==> config.mk <==
export PLATFORM = sky130hd
export DESIGN_NAME = eq_result_collector
export DESIGN_NICKNAME = d
export VERILOG_FILES = /design/src/rtl/eq_pipe_pkg.sv /design/src/rtl/eq_result_fifo.sv /design/src/rtl/eq_result_collector.sv
export SDC_FILE = /design/constraint.sdc
export NUM_CORES = 1
export LEC_CHECK = 0
export CAP_MARGIN = 30
export CORE_MARGIN = 3
export CORE_UTILIZATION = 59
export CTS_CLUSTER_DIAMETER = 120
export DETAILED_ROUTE_END_ITERATION = 12
export PLACE_DENSITY = 0.81
export SLEW_MARGIN = 10
export SYNTH_ARGS = -nofsm -noshare
export SYNTH_HDL_FRONTEND = slang
export SYNTH_SLANG_ARGS = --single-unit
==> constraint.sdc <==
create_clock -name clk -period 5.8 [get_ports clk]
set_input_delay 0.87 -clock clk [delete_from_list [all_inputs] [get_ports clk]]
set_output_delay 0.87 -clock clk [all_outputs]
set_load 0.01 [all_outputs]
==> src/rtl/eq_pipe_pkg.sv <==
// Shared types and constants for the E = 5A+5B-4C+3D pipeline and its result collector.
package eq_pipe_pkg;

  localparam int EQ_LAT   = 3;
  localparam int EQ_DW    = 16;
  localparam int EQ_D     = 768;
  localparam int EQ_TAG_W = 4;

  typedef struct packed {
    logic [EQ_TAG_W-1:0] tag;
    logic [EQ_DW-1:0]    data;
  } eq_result_t;

endpackage

==> src/rtl/eq_result_fifo.sv <==
// Synchronous FIFO of tagged results; pointers carry an extra MSB to tell full from empty.
module eq_result_fifo
  import eq_pipe_pkg::*;
#(
  parameter int  DEPTH  = 4,
  parameter type item_t = eq_result_t
) (
  input  logic                     clk,
  input  logic                     rst,
  input  logic                     push,
  input  item_t                    wdata,
  input  logic                     pop,
  output item_t                    rdata,
  output logic                     full,
  output logic                     empty,
  output logic [$clog2(DEPTH):0]   count
);

  localparam int AW = $clog2(DEPTH);

  logic [AW:0] wr_ptr_q, wr_ptr_d;
  logic [AW:0] rd_ptr_q, rd_ptr_d;
  item_t       mem_q [DEPTH];
  logic        do_push, do_pop;

  assign empty   = (wr_ptr_q == rd_ptr_q);
  assign full    = (wr_ptr_q[AW] != rd_ptr_q[AW]) && (wr_ptr_q[AW-1:0] == rd_ptr_q[AW-1:0]);
  assign count   = wr_ptr_q - rd_ptr_q;
  assign rdata   = mem_q[rd_ptr_q[AW-1:0]];
  assign do_push = push & ~full;
  assign do_pop  = pop & ~empty;

  always_comb begin
    wr_ptr_d = wr_ptr_q + (AW+1)'(do_push);
    rd_ptr_d = rd_ptr_q + (AW+1)'(do_pop);
  end

  // NOTE: storage is cleared on reset so the head reads 0 before the first push.
  always_ff @(posedge clk or posedge rst) begin
    if (rst) begin
      wr_ptr_q <= '0;
      rd_ptr_q <= '0;
      for (int i = 0; i < DEPTH; i++) mem_q[i] <= '0;
    end else begin
      wr_ptr_q <= wr_ptr_d;
      rd_ptr_q <= rd_ptr_d;
      if (do_push) mem_q[wr_ptr_q[AW-1:0]] <= wdata;
    end
  end

endmodule

==> src/rtl/eq_result_collector.sv <==
// Collects valid E results from the equation pipeline into a tagged FIFO and
// back-pressures the pipeline so no result is dropped or captured twice.
module eq_result_collector
  import eq_pipe_pkg::*;
#(
  parameter int DW    = EQ_DW,
  parameter int LAT   = EQ_LAT,
  parameter int DEPTH = 4,
  parameter int TAG_W = EQ_TAG_W
) (
  input  logic                     clk,
  input  logic                     rst,
  input  logic                     in_valid,
  input  logic [DW-1:0]            e_in,
  output logic                     stall,
  output logic                     out_valid,
  output logic [DW-1:0]            out_data,
  output logic [TAG_W-1:0]         out_tag,
  input  logic                     out_ready,
  output logic [$clog2(DEPTH):0]   fifo_count,
  output logic [15:0]              total_count
);

  typedef struct packed {
    logic [TAG_W-1:0] tag;
    logic [DW-1:0]    data;
  } result_t;

  logic [LAT-1:0]   vld_q, vld_d;
  logic [TAG_W-1:0] tag_q, tag_d;
  logic [15:0]      total_q, total_d;
  logic             full, empty, push, pop;
  result_t          wr_item, head;

  // Stall only when a real result sits at the pipeline head; bubbles keep flowing.
  assign stall   = vld_q[LAT-1] & full;
  assign push    = vld_q[LAT-1] & ~stall;
  assign pop     = out_valid & out_ready;
  assign wr_item = '{tag: tag_q, data: e_in};

  // NOTE: every signal assigned here gets a default first so no latch is inferred.
  always_comb begin
    vld_d   = vld_q;
    tag_d   = tag_q;
    total_d = total_q;
    if (!stall) begin
      vld_d[0] = in_valid;
      for (int i = 1; i < LAT; i++) vld_d[i] = vld_q[i-1];
    end
    if (push) begin
      tag_d   = tag_q + TAG_W'(1);
      total_d = total_q + 16'd1;
    end
  end

  // NOTE: state registers use non-blocking assignments only.
  always_ff @(posedge clk or posedge rst) begin
    if (rst) begin
      vld_q   <= '0;
      tag_q   <= '0;
      total_q <= '0;
    end else begin
      vld_q   <= vld_d;
      tag_q   <= tag_d;
      total_q <= total_d;
    end
  end

  eq_result_fifo #(
    .DEPTH  (DEPTH),
    .item_t (result_t)
  ) u_fifo (
    .clk   (clk),
    .rst   (rst),
    .push  (push),
    .wdata (wr_item),
    .pop   (pop),
    .rdata (head),
    .full  (full),
    .empty (empty),
    .count (fifo_count)
  );

  assign out_valid   = ~empty;
  assign out_data    = head.data;
  assign out_tag     = head.tag;
  assign total_count = total_q;

endmodule

==> flow_metrics.env <==
export IMPL_crit_required_ns=4.93
export IMPL_yosys_top_cells_area="dfrtp_1 (53%), mux2_4 (23%), mux4_2 (8.8%)"
export IMPL_fin_worst_skew_ns=0.01502
export IMPL_cts_clk_slew_worst_paths_ns=0.10
export IMPL_synth_avg_cell_area_um2=16.83
export IMPL_drive_above_1_share_pct=35.14
export IMPL_postPlaceCellArea_mm2=0.005791
export IMPL_utilization_pct=71.78
export IMPL_fillers=522
export IMPL_multi_input_area_mm2=0.002260
export IMPL_drv_slew=0
export IMPL_drtPass1Iterations=4
export IMPL_via_count=2702
export IMPL_yosysTopAreaCell="dfrtp_1"
export IMPL_rsz0062_at_grt="no"
export IMPL_cp_max_fo=14
export IMPL_cts_setup_buffers=0
export IMPL_ant_nets=0
export IMPL_vdd_drop_max_v=0.0005369
export IMPL_cp_arrival_ns=2.63
export IMPL_cts_tree="built"
export IMPL_grt_overflow_total=0
export IMPL_wl_per_cell_um=18.95
export IMPL_nNetsFinal=394
export IMPL_drv_cap=0
export IMPL_synthMuxAreaShare_pct=33.06
export IMPL_yosys_warnings=0
export IMPL_die_area_mm2=0.009855
export IMPL_grt_max_degree=56
export IMPL_ys_ff_latch=109
export IMPL_relSlewSlack_pct=43.11
export IMPL_synthAdderAreaFrac_pct=2.340
export IMPL_fmaxAchievable_ghz=0.2861
export IMPL_crit_type="reg2out"
export IMPL_synth_top_family_by_area="multiplexers"
export IMPL_netlist_area_mm2=0.005132
export IMPL_yosysSeqAreaShare_pct=53.14
export IMPL_p_leak_nw=2.824
export IMPL_core_area_mm2=0.008341
export IMPL_power_density_mw_per_mm2=651.2
export IMPL_synthCells=305
export IMPL_postCtsHoldBufs=0
export IMPL_fin_crit_sh_pct=60.27
export IMPL_place_hpwl_mm=5.826
export IMPL_initial_core_util_pct=61.54
export IMPL_ios=61
export IMPL_routed_wl_mm=9.003
export IMPL_dpl_worst_slack_ns=2.617
export IMPL_worst_pin_slew_ns=0.8523
export IMPL_placement_io_buffers=60
export IMPL_syn_num_nets=334
export IMPL_drc=0
export IMPL_synth_cell_types=28
export IMPL_final_cell_area_mm2=0.005987
export IMPL_n_antenna_cell=0
export IMPL_clk_insertion_delay_late_ns=0.37
export IMPL_fin_ws_ns=2.304
export IMPL_grt_usage_pct=20.22
export IMPL_drtIter0Drc=70
export IMPL_post_cts_resized=0
export IMPL_grt_pass1_vias=2972
export IMPL_cp_end_kind="output pin"
export IMPL_clockBufferDepth=2
export IMPL_synth_simple_area_share_pct=3.901
export IMPL_gp_congestion=0.7751
export IMPL_cts_made_buffers=9
export IMPL_synth_top_cell_area_share_pct=53.14
export IMPL_syn2layout_area_growth_pct=16.65
export IMPL_status="finished, final reports clean"
export IMPL_hold_violations=0
export IMPL_register_area_mm2=0.002728
export IMPL_chipHeight_um=99.27
export IMPL_start_kind="flip-flop"
export IMPL_avgViaCountPerCell=5.688
export IMPL_setup_viol=0
export IMPL_row_count=33
export IMPL_synthXorXnorAreaFrac_pct=3.901
export IMPL_clock_sinks=109
export IMPL_die_x_um=99.27
export IMPL_root_buffer="clkbuf_8"
export IMPL_setup_tns_ns=0
export IMPL_synth_compound_area_share_pct=0.8289
export IMPL_htreeDepth=3
export IMPL_antenna_found_initial=0
export IMPL_finalWorstPathRequiredPeriod_ns=3.496
export IMPL_min_path_type="reg2reg"
export IMPL_grt_pass1_wl_mm=15.52
worst max-delay path, cell delays in order, from the launching register on:
cell and delay [ns]:
dfrtp_1 0.71, buf_16 0.22, inv_1 0.05, ha_1 0.29, nand2_1 0.13, nor2_1 0.13
nand2_1 0.13, inv_1 0.08, clkdlybuf4s50_1 0.53
cell usage in the layout (no fill, tap or decap), types with 2 or more instances in the layout:
cell / Yosys / routed
xnor2_1: 12 / 12
nand2_1: 11 / 11
ha_1: 8 / 8
o2111ai_1: 2 / 2
buf_4: 1 / 2
nor3_1: 4 / 4
clkinvlp_4: 0 / 2
nand3_2: 4 / 4
nand3_1: 2 / 2
mux2_2: 4 / 4
clkbuf_8: 0 / 9
xor2_1: 9 / 9
clkdlybuf4s50_1: 0 / 60
dfrtp_1: 109 / 109
nand4_1: 6 / 6
inv_1: 7 / 6
inv_6: 0 / 2
mux4_2: 20 / 20
clkinv_2: 0 / 2
mux2_4: 80 / 80
nor2_1: 3 / 3
and3_1: 3 / 3
final cells by class:
| class | instances | area share, % |
|---|---|---|
| clock buffers | 9 | 2.069 |
| clock inverters | 7 | 1.212 |
| inverters | 7 | 0.4807 |
| multi-input cells | 175 | 37.74 |
| flip-flops and latches | 109 | 45.56 |
| well taps | 105 | 2.194 |
| repair buffers | 63 | 10.74 |
sequential cells by signal, indices dropped and copies added, names as in the netlist:
name,cells
tag_q,4
total_count,16
u_fifo.mem_q,80
u_fifo.rd_ptr_q,3
u_fifo.wr_ptr_q,3
vld_q,3
kinds of logic (layout without fill, tap and decap cells):
logic type	Yosys count	after routing
AOI/OAI and AO/OA	4	4
xor gates and xnor gates	22	22
adders and majority gates	9	9
buffers and inverters	21	86
DFF	109	109
muxes	104	104
and+or+nand+nor	36	36
through the flow:
stage / power (mW) / hold WS [ns] / instances
5_1_grt: 4.134 / 0.4902 / 475
6_report: 3.898 / 0.4813 / 475
2_1_floorplan: 2.788 / 0.4305 / 305
3_5_place_dp: 3.473 / 0.4628 / 459
4_1_cts: 3.944 / 0.4840 / 475
3_3_place_gp: 3.381 / 0.4434 / 458
cell usage after synthesis:
cell type and count:
mux4_2 20, nor3_1 4, fa_1 1, buf_2 2, clkbuf_1 2, buf_4 1
o21a_4 1, inv_1 7, and4_1 1, xnor2_1 12, nand2_1 11, ha_1 8
mux2_2 4, buf_6 8, xnor2_2 1, nand2b_1 1, nand3_2 4, nand4_1 6
buf_1 1, dfrtp_1 109, xor2_1 9, and2_1 1, mux2_4 80, o2111ai_1 2
and3_1 3, nand3_1 2, o211a_1 1, nor2_1 3
per-layer routing:
metal	track usage, %	share of wire [%]	vias to the layer above
li1	-	-	1221
met3	3.997	3.6	13
met1	28.78	47	1409
met4	7.353	1.7	0
met2	31.30	47	59
met5	0	0	-
final timing paths:
kind                                     from          endpoint  slack [ns]  cells past startpoint
max                        u_fifo.rd_ptr_q[1]             stall        2.30                      8
min                           total_count[15]   total_count[15]        0.48                      1
max reg2reg                u_fifo.rd_ptr_q[0]  u_fifo.mem_q[71]        2.69                      6
min reg2reg                   total_count[15]   total_count[15]        0.48                      1
max in group asynchronous                 rst   u_fifo.mem_q[4]        3.70                      3
min in group asynchronous                 rst          vld_q[2]        0.94                      2
power breakdown:
part	total [mW]	internal [mW]	switching, mW
Combinational	2.03	1.32	0.715
Clock	0.462	0.201	0.261
Sequential	1.40	1.13	0.278
No activity file was read; power rests on OpenSTA's default activity.
